## src/rtl/mem_arb_pkg.sv

```systemverilog
// Shared types and constants for the main-memory arbiter between the I-cache and D-cache.
package mem_arb_pkg;

  typedef enum logic [1:0] {
    IDLE    = 2'd0,
    GRANT   = 2'd1,
    RELEASE = 2'd2
  } arb_state_t;

  localparam logic OWNER_I = 1'b0;
  localparam logic OWNER_D = 1'b1;

  localparam logic OP_READ  = 1'b0;
  localparam logic OP_WRITE = 1'b1;

  localparam int DEFAULT_ADDR_WIDTH = 28;
  localparam int DEFAULT_DATA_WIDTH = 128;

  function automatic logic other_owner(input logic owner);
    return (owner == OWNER_I) ? OWNER_D : OWNER_I;
  endfunction

endpackage

```

## src/rtl/rr_pick2.sv

```systemverilog
// Two-way round-robin picker: on a tie the requester that did not own memory last wins.
module rr_pick2
  import mem_arb_pkg::*;
(
  input  logic req_i,
  input  logic req_d,
  input  logic last_owner,
  output logic grant_valid,
  output logic grant_owner
);

  always_comb begin
    grant_valid = req_i | req_d;
    grant_owner = OWNER_I;
    if (req_i && req_d) begin
      grant_owner = other_owner(last_owner);
    end else if (req_d) begin
      grant_owner = OWNER_D;
    end
  end

endmodule

```

## src/rtl/main_memory_arbiter.sv

```systemverilog
// Shares one block-granular main-memory port between the I-cache and D-cache;
// the loser's busywait stays high until its own transaction is released.
module main_memory_arbiter
  import mem_arb_pkg::*;
#(
  parameter int ADDR_WIDTH = DEFAULT_ADDR_WIDTH,
  parameter int DATA_WIDTH = DEFAULT_DATA_WIDTH
) (
  input  logic                  clk,
  input  logic                  reset,
  input  logic                  i_read,
  input  logic [ADDR_WIDTH-1:0] i_address,
  output logic [DATA_WIDTH-1:0] i_readdata,
  output logic                  i_busywait,
  input  logic                  d_read,
  input  logic                  d_write,
  input  logic [ADDR_WIDTH-1:0] d_address,
  input  logic [DATA_WIDTH-1:0] d_writedata,
  output logic [DATA_WIDTH-1:0] d_readdata,
  output logic                  d_busywait,
  output logic                  mem_read,
  output logic                  mem_write,
  output logic [ADDR_WIDTH-1:0] mem_address,
  output logic [DATA_WIDTH-1:0] mem_writedata,
  input  logic [DATA_WIDTH-1:0] mem_readdata,
  input  logic                  mem_busywait
);

  arb_state_t state;
  logic       owner;
  logic       op;
  logic       last_owner;
  logic       i_pending;
  logic       d_pending;
  logic       grant_valid;
  logic       grant_owner;

  assign i_pending = i_read;
  assign d_pending = d_read | d_write;

  rr_pick2 u_pick (
    .req_i       (i_pending),
    .req_d       (d_pending),
    .last_owner  (last_owner),
    .grant_valid (grant_valid),
    .grant_owner (grant_owner)
  );

  // The owner is released only in RELEASE, so its stall drops exactly one cycle.
  assign i_busywait = i_pending && !(state == RELEASE && owner == OWNER_I);
  assign d_busywait = d_pending && !(state == RELEASE && owner == OWNER_D);

  always_ff @(posedge clk) begin
    if (reset) begin
      state         <= IDLE;
      owner         <= OWNER_I;
      last_owner    <= OWNER_I;
      op            <= OP_READ;
      mem_read      <= 1'b0;
      mem_write     <= 1'b0;
      mem_address   <= '0;
      mem_writedata <= '0;
      i_readdata    <= '0;
      d_readdata    <= '0;
    end else begin
      case (state)
        IDLE: begin
          if (grant_valid) begin
            owner <= grant_owner;
            state <= GRANT;
            if (grant_owner == OWNER_D) begin
              // A simultaneous read and write from the D-cache is a write-back.
              op          <= d_write ? OP_WRITE : OP_READ;
              mem_read    <= !d_write;
              mem_write   <= d_write;
              mem_address <= d_address;
              if (d_write) begin
                mem_writedata <= d_writedata;
              end
            end else begin
              op          <= OP_READ;
              mem_read    <= 1'b1;
              mem_write   <= 1'b0;
              mem_address <= i_address;
            end
          end
        end
        GRANT: begin
          if (!mem_busywait) begin
            if (op == OP_READ) begin
              if (owner == OWNER_I) begin
                i_readdata <= mem_readdata;
              end else begin
                d_readdata <= mem_readdata;
              end
            end
            last_owner <= owner;
            mem_read   <= 1'b0;
            mem_write  <= 1'b0;
            state      <= RELEASE;
          end
        end
        RELEASE: begin
          state <= IDLE;
        end
        default: begin
          state <= IDLE;
        end
      endcase
    end
  end

endmodule

```

## config.mk

```make
export PLATFORM = sky130hd
export DESIGN_NAME = main_memory_arbiter
export DESIGN_NICKNAME = d
export VERILOG_FILES = /design/src/rtl/mem_arb_pkg.sv /design/src/rtl/rr_pick2.sv /design/src/rtl/main_memory_arbiter.sv
export SDC_FILE = /design/constraint.sdc
export NUM_CORES = 1
export LEC_CHECK = 0
export CAP_MARGIN = 5
export CORE_AREA = 5 5 279 281
export DETAILED_ROUTE_END_ITERATION = 6
export DIE_AREA = 0 0 284 286
export GPL_TIMING_DRIVEN = 0
export PLACE_DENSITY_LB_ADDON = 0.08
export SLEW_MARGIN = 20
export SYNTH_ARGS = -nofsm -noshare
export SYNTH_HDL_FRONTEND = slang
export SYNTH_SLANG_ARGS = --single-unit
```

## constraint.sdc

```tcl
create_clock -name clk -period 3.6 [get_ports clk]
set_clock_uncertainty 0.15 [all_clocks]
set_input_delay 0.54 -clock clk [delete_from_list [all_inputs] [get_ports clk]]
set_output_delay 0.54 -clock clk [all_outputs]
set_load 0.02 [all_outputs]
```

# After elaboration in Yosys (flattened, before gate mapping)
# Index checks and enable logic that the tools add are counted.
[word_totals]
regBits = 419
input_bits = 318
output_inout_bits = 416
wordCells = 52
[classes]
eq_ne = 4
n_mux = 16
bitwise = 5
n_reduce_logical = 17
[op_table]
columns = ["cell", "count"]
rows = [
  ["two-way mux 28 bit", 1],
  ["AND reduction 4 bit", 3],
  ["two-way mux 1 bit", 10],
  ["AND reduction 2 bit", 3],
  ["logical AND 1 bit", 5],
  ["two-way mux 2 bit", 2],
  ["inequality test 2 bit, second input constant", 2],
  ["case mux 1 bit (2 select lines)", 2],
  ["case mux 2 bit (2 select lines)", 1],
  ["logical NOT 1 bit", 3],
  ["NOT 1 bit", 3],
  ["AND reduction 3 bit", 1],
  ["equality test 2 x 1 -> 1 bit, second input constant", 1],
  ["equality test 2 bit, second input constant", 1],
  ["logical NOT 2 bit", 1],
  ["OR 1 bit", 2],
  ["nonzero test 2 bit", 1],
]

# Logic depth before layout (Yosys ltp)
[logic_depth]
ltp_word = 6
depth_mapped = 7

# Modules after synthesis
# A second synthesis with hierarchy kept.
[unflattened]
hier_cells = 1687
hier_area_um2 = 17578.1
[modules_own_cells]
columns = ["mod", "n_inst", "cells_each", "area_per_inst_um2"]
rows = [
  ["main_memory_arbiter", 1, 1685, 17564.3],
  ["rr_pick2", 1, 2, 13.8],
]

# Worst setup path after synthesis
# Ideal clock, no wire load.
[synth_path]
path_kind = "input -> register"
startpoint = "in mem_busywait"
endpoint = "reg d_readdata[125]"
setup_ns = 0.120
arrival_time_ns = 1.893
path_slack_ns = 1.437
stages = 7
path_buffers = 4
path_cell_list = "or3b_1 > buf_2 > or3b_1 > clkbuf_1 > buf_6 > buf_6 > mux2i_1"
[synth_via]
elab_chain_cells = 2
[synth_lines]
columns = ["element", "line_no", "text"]
rows = [
  ["from (decl)", "main_memory_arbiter.sv:26", "input logic mem_busywait"],
  ["NOT 1 bit (no source line)", "--", ""],
  ["AND reduction 4 bit (no source line)", "--", ""],
  ["to (signal assigned)", "main_memory_arbiter.sv:94", "d_readdata <= mem_readdata;"],
  ["to (decl)", "main_memory_arbiter.sv:19", "output logic [DATA_WIDTH-1:0] d_readdata,"],
]
# No other way between the ends.
# A chain may end at the register's enable or synchronous reset.

# Final worst setup path
[layout_path]
startpoint = "in d_write"
endpoint = "reg mem_writedata[20]"
[layout_via]
elab_chain_cells = 4
elab_cells_between_ends = 6
[layout_lines]
columns = ["element", "line_no", "text"]
rows = [
  ["from (decl)", "main_memory_arbiter.sv:16", "input logic d_write,"],
  ["OR 1 bit", "main_memory_arbiter.sv:39", "assign d_pending = d_read | d_write;"],
  ["two-way mux 1 bit or logical AND 1 bit (tied branches)", "rr_pick2.sv:17, rr_pick2.sv:15", ""],
  ["two-way mux 1 bit", "rr_pick2.sv:15", "if (req_i && req_d) begin"],
  ["AND reduction 4 bit (no source line) (*)", "--", ""],
  ["to (signal assigned)", "main_memory_arbiter.sv:78", "mem_writedata <= d_writedata;"],
  ["to (decl)", "main_memory_arbiter.sv:24", "output logic [DATA_WIDTH-1:0] mem_writedata,"],
]
# Mark *: on every way between the ends. The rest lies on a longest branch, timed or not.

==> summary.md <==
| Metric | Value |
|---|---|
| Chip width | approximately 280 um |
| Setup tns final | 0 ns |
| # H-tree levels | 2 |
| Startpoint Class | primary input |
| DRC | 0 |
| Worst hold start | i_readdata[60] |
| Area leader, netlist | dfxtp_1 |
| Critical Path AT | ~3.1 ns |
| Synthesized cell area | between 15000 and 20000 um^2 |
| Total of max-cap violations | 0 |
| # rows | a little over 100 |
| Vias in the first global route | around 17000 |
| Cells after synthesis | 1753 |
| Total CTS buffers | 52 |
| I/O pin cnt | ~730 |
| I/O Buffers | roughly 730 |
| First-pass GRT wire length | about 110 mm |
| Reg2reg setup slack | ~0.87 ns |
| Run status | finished, final reports clean |
| Fmax | 362.5 MHz |
| Fill cell count | ~7700 |
| Worst relative slew slack | between 30% and 40% |
| P_int | between 9 and 10 mW |
| Final net count | approximately 2900 |
| Worst slew pin tran | ~0.96 ns |
| Number of gates resized after cts | 0 |
| Final Cycle Share | 76.63% |
| Leak | between 10 and 15 nW |
| Clk buf depth | 3 |
| Synth unique cells | 27 |
| PwrDens | approximately 460 nW/um^2 |
| Setup Fix Bufs, Post-CTS | 0 |
| Worst R2R End | mem_address[7] |
| CTS tree | built |
| DIE AREA | between 80000 and 90000 um^2 |
| Avg Inst Size Synth | 9.567 um^2 |
| Top_reg_cell synth | dfxtp_1 |
| Hold Crit Class | reg -> reg |
| Synthesized Nets | approximately 2100 |
| Post-synth EDFFs | 0 |
| Clock root buffer | clkbuf_16 |
| Sequential area share after synthesis | 50.01% |
| Hold depth | 2 |
| Gr usage total | a little under a fifth |
| Share of power burned in registers | just under 40% |
| RSZ-0062 raised after global routing | false |
| Area growth from synthesis to layout | 61.75% |
| Worst skew pair latency | between 0.5 and 0.6 ns |
| WHS Endpoint | i_readdata[60] |
| Largest net degree at the start of global routing | 14 |
| Via count | between 15000 and 20000 |
| Share of the synthesized area in the top cell type | between 50% and 60% |
| Yosys warning count | 0 |
| Final worst path period need | approximately 2.8 ns |
| Vias per inst | 4.393 |
| Initial DRC Count | 595 |
| WP data required | between 3 and 4 ns |
| Detailed Place HPWL | approximately 63 mm |
| Clk sinks | around 420 |
| Initial Utilization | around 22% |
| Count of final setup violators | 0 |
| Comb power frac | around 17% |
| Sw Share | approximately 27% |
| Nature of the critical path endpoint | flop |
| Hold buffers post-CTS | 0 |
| GR Overflow Total | 0 |
| CP Max Fanout | 10 |
| Area of the core | 75190 um^2 |
| Hold Vio Cnt, Final | 0 |
| Wire per inst | ~22 um |
| Max VDD drop | 320.4 uV |
| Post-route ant nets | 0 |
| Share of cells above drive strength 1 | ~4.3% |
| Final WL | 79.80 mm |
| Initial antenna violation count | 24 |
| Gpl congestion | between 0.8 and 0.9 |
| Post-synth top cells | dfxtp_1 (419), nand2b_1 (384), mux2i_1 (257), a21oi_1 (161), nand3_1 (131) |
| Post-Place Cells | 3463 |
| Final Max Tran Viols | 0 |
| Clock network fraction of total power | a little over two fifths |
| Worst R2R Path Depth | 6 |
| Die Height | around 290 um |
| Design Power | 12.57 mW |
| Most common cell in the netlist | dfxtp_1 |
| Setup Crit Path Kind | in -> reg |
| FFs w/ async S/R, synth | 0% |
| Non-Filler Instances | between 3000 and 4000 |
| Top area cells in the synthesized netlist | dfxtp_1 (50%), mux2i_1 (15%), nand2b_1 (14%), a21oi_1 (4.8%), nand3_1 (3.9%) |
| Reg2Reg Launch Point | state[1] |
| Clock transition at path regs | about 0.060 ns |
| Drt pass-1 iters | 4 |
| Psw | approximately 3.4 mW |
| Yosys reg bits | 419 |
[layout make-up]
class | count | area [um^2] | share of cell area, %
clock inverters | 7 | 117.6 | 0.4336
inverters | 2 | 7.507 | 0.02767
flip-flops and latches | 419 | 8388 | 30.92
diodes | 13 | 32.53 | 0.1199
clock buffers | 90 | 1655 | 6.102
well taps | 978 | 1224 | 4.511
plain buffers | 162 | 683.2 | 2.518
multi-input cells | 1170 | 7692 | 28.36
repair buffers | 732 | 7327 | 27.01
[power groups by stage]
stage	Sequential [mW]	Combinational, mW	Clock, mW
after CTS	5.00	2.19	5.61
final	5.00	2.15	5.41
after detailed placement	5.10	2.18	0
after floorplan	5.36	0.699	0
after global routing	5.03	2.31	5.80
after global placement	5.09	2.18	0
[worst max-delay path by stage]
stage,startpoint,to,slack (ns)
finish,d_write,mem_writedata[20],0.84
global route,reset,mem_writedata[6],0.53
CTS,reset,mem_writedata[1],0.67
detailed placement,reset,mem_writedata[5],0.02
global placement,d_write,mem_writedata[20],0.04
floorplan,mem_busywait,d_readdata[125],1.44
[sequential cells by signal (all words and copies together) (netlist names)]
name and cells:
mem_write 1, mem_read 1, mem_writedata 128, owner 1, mem_address 28, i_readdata 128
state 2, op 1, d_readdata 128, last_owner 1
[critical path, cell delays in order]
cell and delay [ns]:
clkdlybuf4s50_1 0.58, a21boi_0 0.54, clkbuf_1 0.61, clkbuf_1 0.43, nand3_1 0.23, a21oi_1 0.18
[kinds of logic after synthesis]
kind of cell | synth area share, %
AOI/OAI and AO/OA | 10.53
buffers and inverters | 4.118
DFF | 50.01
muxes | 15.34
and+or+nand+nor | 19.99
[routing by layer]
| layer | GRT usage [%] | part of all wire (%) | up-vias |
|---|---|---|---|
| met1 | 19.15 | 37 | 7425 |
| li1 | - | - | 7588 |
| met4 | 6.388 | 3.2 | 16 |
| met2 | 33.34 | 50 | 532 |
| met3 | 8.606 | 9.9 | 134 |
| met5 | 0 | 0.14 | - |
[per-stage QoR]
stage | cell area, um^2 | hold slack (ns) | worst slack, ns | utilization (%)
2_1_floorplan | 16770 | 0.3454 | 1.437 | -
3_3_place_gp | 25320 | 0.3090 | 0.03645 | 33.68
3_5_place_dp | 25320 | 0.3115 | 0.01696 | 33.68
4_1_cts | 27090 | 0.3075 | 0.6664 | 36.03
5_1_grt | 27110 | 0.3296 | 0.5297 | 36.06
6_report | 27130 | 0.3167 | 0.8413 | 36.08
[cell usage in the layout, fill, tap and decap left out, drive strengths merged, types with 3 or more instances in the layout]
| cell | instances |
|---|---|
| diode | 13 |
| nand2b | 384 |
| bufinv | 3 |
| inv | 4 |
| clkdlybuf4s50 | 732 |
| clkbuf | 219 |
| nand2 | 58 |
| nand3 | 131 |
| buf | 33 |
| o21ai | 130 |
| mux2i | 257 |
| a311oi | 28 |
| dfxtp | 419 |
| nor2 | 5 |
| a21oi | 161 |
(Power assumes the default switching activity.)
